[config.mk]
export PLATFORM = sky130hd
export DESIGN_NAME = kim1_panel_emulator
export DESIGN_NICKNAME = d
export VERILOG_FILES = /design/src/rtl/kim1_panel_emulator.sv
export SDC_FILE = /design/constraint.sdc
export NUM_CORES = 1
export LEC_CHECK = 0
export ABC_AREA = 0
export BUFFER_PORTS_ARGS = -buffer_cell sky130_fd_sc_hd__buf_2
export CAP_MARGIN = 10
export CORE_MARGIN = 2
export CORE_UTILIZATION = 45
export CTS_BUF_LIST = sky130_fd_sc_hd__clkbuf_16
export CTS_CLUSTER_DIAMETER = 30
export DETAILED_ROUTE_END_ITERATION = 8
export HOLD_SLACK_MARGIN = 0.02
export PLACE_DENSITY = 0.73
export SLEW_MARGIN = 30
export SYNTH_ARGS = -nofsm -noshare
export SYNTH_HDL_FRONTEND = slang
export SYNTH_SLANG_ARGS = --single-unit
[constraint.sdc]
create_clock -name clk -period 8.4 [get_ports clk]
set_clock_uncertainty 0.15 [all_clocks]
set_input_delay 0.84 -clock clk [delete_from_list [all_inputs] [get_ports clk]]
set_output_delay 0.84 -clock clk [all_outputs]
set_load 0.03 [all_outputs]
[src/rtl/kim1_panel_emulator.sv]
// Panel-side emulation of the KIM-1 keypad matrix and 6-digit LED scan capture.
// Optional hex readout of the captured display is enabled by PANEL_HEX_DECODE_EN.
module kim1_panel_emulator #(
  parameter int SETTLE_CYCLES  = 16,
  parameter int HOLD_CYCLES    = 50000,
  parameter int RELEASE_CYCLES = 50000,
  parameter int BLANK_TIMEOUT  = 200000
) (
  input  logic        clk,
  input  logic        reset_n,
  input  logic [3:0]  KB_ROW,
  output logic [6:0]  KB_COL,
  input  logic [5:0]  LED_DIG,
  input  logic [6:0]  LED_SEG,
  input  logic        key_valid,
  input  logic [4:0]  key_code,
  output logic        key_ready,
  output logic        key_err,
  output logic [41:0] disp,
  output logic        disp_strobe
`ifdef PANEL_HEX_DECODE_EN
  ,
  output logic [15:0] hex_addr,
  output logic [7:0]  hex_data,
  output logic        hex_ok
`endif
);

  localparam int PhaseMax = (HOLD_CYCLES > RELEASE_CYCLES) ? HOLD_CYCLES : RELEASE_CYCLES;
  localparam int PW = $clog2(PhaseMax + 1);
  localparam int SW = $clog2(SETTLE_CYCLES + 1);
  localparam int BW = $clog2(BLANK_TIMEOUT + 1);

  typedef enum logic [1:0] {IDLE, HOLD, RELEASE} keyState_e;

  keyState_e       state_q;
  logic [PW-1:0]   phaseCnt_q;
  logic [1:0]      row_q;
  logic [2:0]      col_q;
  logic            keyReady_q;
  logic            keyErr_q;
  logic [6:0]      kbCol_q;

  logic [1:0]      codeRow;
  logic [2:0]      codeCol;

  always_comb begin
    codeRow = 2'd0;
    codeCol = key_code[2:0];
    if (key_code >= 5'd14) begin
      codeRow = 2'd2;
      codeCol = 3'(key_code - 5'd14);
    end else if (key_code >= 5'd7) begin
      codeRow = 2'd1;
      codeCol = 3'(key_code - 5'd7);
    end
  end

  // Column response is a registered function of the row the firmware is scanning right now.
  always_ff @(posedge clk or negedge reset_n) begin
    if (!reset_n) begin
      state_q    <= IDLE;
      phaseCnt_q <= '0;
      row_q      <= '0;
      col_q      <= '0;
      keyReady_q <= 1'b1;
      keyErr_q   <= 1'b0;
      kbCol_q    <= 7'h7F;
    end else begin
      keyErr_q <= 1'b0;
      kbCol_q  <= (state_q == HOLD && !KB_ROW[row_q]) ? ~(7'd1 << col_q) : 7'h7F;
      case (state_q)
        IDLE: begin
          if (key_valid && keyReady_q) begin
            if (key_code > 5'd20) begin
              keyErr_q <= 1'b1;
            end else begin
              row_q      <= codeRow;
              col_q      <= codeCol;
              state_q    <= HOLD;
              phaseCnt_q <= '0;
              keyReady_q <= 1'b0;
            end
          end
        end
        HOLD: begin
          if (phaseCnt_q == PW'(HOLD_CYCLES - 1)) begin
            state_q    <= RELEASE;
            phaseCnt_q <= '0;
          end else begin
            phaseCnt_q <= phaseCnt_q + 1'b1;
          end
        end
        RELEASE: begin
          if (phaseCnt_q == PW'(RELEASE_CYCLES - 1)) begin
            state_q    <= IDLE;
            phaseCnt_q <= '0;
            keyReady_q <= 1'b1;
          end else begin
            phaseCnt_q <= phaseCnt_q + 1'b1;
          end
        end
        default: state_q <= IDLE;
      endcase
    end
  end

  assign KB_COL    = kbCol_q;
  assign key_ready = keyReady_q;
  assign key_err   = keyErr_q;

  logic [5:0]    prevDig_q;
  logic [6:0]    prevSeg_q;
  logic [SW-1:0] stab_q, stab_d;
  logic [41:0]   disp_q, disp_d;
  logic [BW-1:0] blank_q [6];
  logic [BW-1:0] blank_d [6];
  logic          strobe_q;
  logic          capValid, sameAsPrev, capture;
  logic [2:0]    capDigit;

  // A digit is latched once, on the cycle its bus has been unchanged for SETTLE_CYCLES compares.
  always_comb begin
    capValid   = ($countones(~LED_DIG) == 1);
    sameAsPrev = (LED_DIG == prevDig_q) && (LED_SEG == prevSeg_q);
    stab_d     = stab_q;
    if (!capValid || !sameAsPrev) begin
      stab_d = '0;
    end else if (stab_q != SW'(SETTLE_CYCLES)) begin
      stab_d = stab_q + 1'b1;
    end
    capture  = capValid && sameAsPrev && (stab_q == SW'(SETTLE_CYCLES - 1));
    capDigit = 3'd0;
    for (int i = 0; i < 6; i++) begin
      if (!LED_DIG[i]) capDigit = 3'(i);
    end
    disp_d = disp_q;
    for (int d = 0; d < 6; d++) begin
      blank_d[d] = blank_q[d];
      if (capture && capDigit == 3'(d)) begin
        disp_d[7*d +: 7] = ~LED_SEG;
        blank_d[d]       = '0;
      end else begin
        if (blank_q[d] != BW'(BLANK_TIMEOUT)) blank_d[d] = blank_q[d] + 1'b1;
        if (blank_q[d] == BW'(BLANK_TIMEOUT - 1)) disp_d[7*d +: 7] = 7'h00;
      end
    end
  end

  // The strobe rises together with the first cycle that shows the new framebuffer.
  always_ff @(posedge clk or negedge reset_n) begin
    if (!reset_n) begin
      prevDig_q <= 6'h3F;
      prevSeg_q <= 7'h7F;
      stab_q    <= '0;
      disp_q    <= '0;
      strobe_q  <= 1'b0;
      for (int d = 0; d < 6; d++) blank_q[d] <= '0;
    end else begin
      prevDig_q <= LED_DIG;
      prevSeg_q <= LED_SEG;
      stab_q    <= stab_d;
      disp_q    <= disp_d;
      strobe_q  <= (disp_d != disp_q);
      for (int d = 0; d < 6; d++) blank_q[d] <= blank_d[d];
    end
  end

  assign disp        = disp_q;
  assign disp_strobe = strobe_q;

`ifdef PANEL_HEX_DECODE_EN
  function automatic logic [4:0] fontDecode(input logic [6:0] seg);
    case (seg)
      7'h3F: return 5'h10;
      7'h06: return 5'h11;
      7'h5B: return 5'h12;
      7'h4F: return 5'h13;
      7'h66: return 5'h14;
      7'h6D: return 5'h15;
      7'h7D: return 5'h16;
      7'h07: return 5'h17;
      7'h7F: return 5'h18;
      7'h6F: return 5'h19;
      7'h77: return 5'h1A;
      7'h7C: return 5'h1B;
      7'h39: return 5'h1C;
      7'h5E: return 5'h1D;
      7'h79: return 5'h1E;
      7'h71: return 5'h1F;
      default: return 5'h00;
    endcase
  endfunction

  logic [4:0] dec [6];

  always_comb begin
    for (int d = 0; d < 6; d++) dec[d] = fontDecode(disp_q[7*d +: 7]);
  end

  // Digit 0 is the leftmost, so it carries the most significant address nibble.
  always_ff @(posedge clk or negedge reset_n) begin
    if (!reset_n) begin
      hex_addr <= '0;
      hex_data <= '0;
      hex_ok   <= 1'b0;
    end else begin
      hex_addr <= {dec[0][3:0], dec[1][3:0], dec[2][3:0], dec[3][3:0]};
      hex_data <= {dec[4][3:0], dec[5][3:0]};
      hex_ok   <= dec[0][4] & dec[1][4] & dec[2][4] & dec[3][4] & dec[4][4] & dec[5][4];
    end
  end
`endif

endmodule
==> impl_metrics.yaml <==
floorplan:
  die_w_microns: 157.0
  rows: 55
  dieArea_sq_um: 24640
  coreArea_sq_um: 22780
  io_pins: 77
  die_h_microns: 157.0
  start_util_pct: 46.22
worst_setup_path:
  cp_cell_sequence: "buf_2, fa_1, inv_1, fa_1, ha_1, fa_1, nor2_1, o2111ai_1, or4_4, or3_1, mux2i_1, a222oi_1, and4bb_1, nand4_1"
  critical_path_required_ns: 8.61
  start_kind: "input pin"
  cp_slowest_stage_delay_ns: 0.66
  worstPathArrival_ns: 5.08
  cp-end-kind: "flop"
  worst-setup-path-type: "input pin to flop"
  path_buf_inv: 2
  cpMostUsedCell: "fa_1"
  cp_max_fo: 17
  crit_slowest_cell: "or3_1"
  critical-path-top-delay-family: "simple AND/OR/NAND/NOR gates"
yosys:
  synth_edf_count: 0
  synth-seq-cells: 201
  synth_compound_area_share_pct: 8.449
  synth_xor_xnor_area_share_pct: 10.15
  synth_area_per_cell_sq_um: 9.485
  synth_top_family_by_area: "simple AND/OR/NAND/NOR gates"
  synthAdderAreaFrac_pct: 3.422
  synth_fp_nets: 1162
  yosysWarnings: 0
  synth_top_area_share_pct: 42.78
  seq_area_frac_synth_pct: 48.02
  synth_most_common_cell: "dfrtp_1"
  synthMuxAreaShare_pct: 1.937
  synth_common_cells: "dfrtp_1, nor2_1, nand3_1"
  yosys.area.top_type: "dfrtp_1"
  synth_cell_types: 73
  synth_simple_gate_area_share_pct: 24.44
  synth_area_leaders: "dfrtp_1, nor2_1, dfstp_2, xnor2_1, xor2_1"
  syn_inst: 1110
  async_flop_share_pct: 100.0
  synthFlopType: "dfrtp_1"
  netlist_area_sq_um: 10530
detailed_routing:
  drt_iter0_markers: 546
  ant_nets: 0
  routedWlPerCell_microns: 16.35
  firstDrtPassIters: 5
  via_per_inst: 5.493
  vias: 8459
  drcViolationCount: 0
  drt-total-wl_microns: 25190
power:
  leakage_nw: 5.704
  peakVddDrop_uv: 151.1
  power_density_nw_per_um2: 225.0
  finalPower_mw: 2.860
cts:
  cts_buffer_depth: 3
  ctsHoldBuffers: 0
  clock_latency_ns: 0.52
  cts_buffers: 45
  htreeDepth: 2
  cts_tree: "done"
  clk_pin_slew_worst_paths_ns: 0.04
  post-cts-setup-buffers: 0
  cts-root-buf: "clkbuf_16"
  clock-sinks: 201
  cts.repair.resized: 0
place:
  hpwl_microns: 16660
  gp_congestion: 0.8457
  io_buffer_count: 76
global_routing:
  grt_max_degree: 73
  grt_pass1_vias: 8348
  grt_pass1_wl_microns: 41670
  grt_usage_pct: 20.94
  antenna_found_initial: 0
  grt_overflow: 0
cells_and_area:
  antennaDiodeCount: 0
  nets: 1243
  drive_gt1_share_pct: 15.65
  syn_to_final_growth_pct: 20.74
timing:
  fmax_ghz: 0.2053
  setup_viol: 0
  maxSlewHeadroom_pct: 37.84
  rsz0062_at_grt: "no"
  tightest_slew_ns: 0.9195
  hold_viol_final: 0
  min_period_over_period_pct: 58.00
  fin_setup_tns_ns: 0
  drv_slew: 0
  layout_min_cycle_time_ns: 4.872
flow_run:
  cap_violations: 0
hold_path:
  hp-class: "input pin to asynchronous set/reset pin"
run_status:
  status: "finished clean"
-- cell usage in the layout (no fill, tap or decap), types with 4 or more instances in the layout --
cell type,n
o21ai_1,7
xor2_1,60
nand3_1,101
inv_1,45
nand2_1,67
nor2_1,161
clkinv_2,8
bufinv_16,8
ha_1,24
and4_1,4
or4_1,4
o21ai_0,66
buf_2,75
xnor2_1,62
nor2b_1,8
and2_1,5
a211oi_1,4
or3_1,17
nor3_1,25
clkinv_1,9
o22ai_1,12
mux2i_1,17
nor4b_1,7
nor4_1,13
clkbuf_16,47
a21oi_1,27
dfstp_2,21
nor4bb_1,4
a22oi_1,6
and3_1,32
clkinvlp_4,5
dfrtp_1,180
nand4_1,20
-- metal layers --
layer / part of all wire, % / wire (microns) / vias up / GRT usage, %
li1: - / - / 4041 / -
met1: 44 / 10990 / 4114 / 27.41
met2: 46 / 11570 / 250 / 33.38
met3: 8.0 / 2013 / 54 / 6.222
met4: 2.4 / 610 / 0 / 6.903
met5: 0 / 0 / - / 0
-- sequential cells by signal (all words and copies together), names as in the netlist, 2 cells and up --
signal / count
blank_q: 108
disp: 42
phaseCnt_q: 16
KB_COL: 7
prevSeg_q: 7
prevDig_q: 6
stab_q: 5
col_q: 3
row_q: 2
state_q: 2
-- layout make-up --
class,instances,area (sq um)
clock buffers,47,1176
clock inverters,36,394.1
fillers,1930,10070
inverters,44,165.2
multi-input cells,820,5110
flip-flops and latches,201,5056
well taps,313,391.6
repair buffers,79,419.2
-- path summary, 6_finish.rpt --
path	startpoint	to	slack, ns	depth (start not counted)
worst max register to register	stab_q[1]	disp_strobe	4.68	10
worst min register to register	col_q[1]	KB_COL[3]	0.36	1
worst max-delay path	LED_DIG[0]	disp_strobe	3.53	14
worst min-delay path	reset_n	blank_q[9]	0.16	1
max in group asynchronous	reset_n	blank_q[73]	6.71	2
min in group clk	LED_DIG[0]	prevDig_q[0]	0.32	1
-- metrics by stage --
| step | hold WS (ns) | cell area (sq um) | worst slack [ns] | utilization [%] | std cells |
|---|---|---|---|---|---|
| global placement | 0.3360 | 11110 | 3.045 | 48.79 | 1456 |
| CTS | 0.1670 | 12710 | 3.546 | 55.79 | 1540 |
| detailed placement | 0.3381 | 11140 | 3.030 | 48.90 | 1457 |
| finish | 0.1554 | 12710 | 3.528 | 55.81 | 1540 |
| global route | 0.1932 | 12710 | 3.327 | 55.81 | 1540 |
| floorplan | 0.2995 | 10530 | 3.684 | - | 1110 |
-- cells by family (layout without fill, tap and decap cells) --
group / after synthesis / after routing
AND/OR/NAND/NOR: 502 / 502
flip-flops: 201 / 201
AO/OA/AOI/OAI: 150 / 150
XOR/XNOR: 122 / 122
buffers and inverters: 89 / 206
adder cells (fa/ha/maj): 27 / 27
multiplexers: 19 / 19
-- power by group --
| group | total [mW] | internal (mW) | switching (mW) |
|---|---|---|---|
| sequential | 0.986 | 0.980 | 0.00547 |
| clock | 1.79 | 1.25 | 0.544 |
| combinational | 0.0794 | 0.0231 | 0.0564 |
| total | 2.86 | 2.25 | 0.606 |
(Power assumes the default switching activity.)
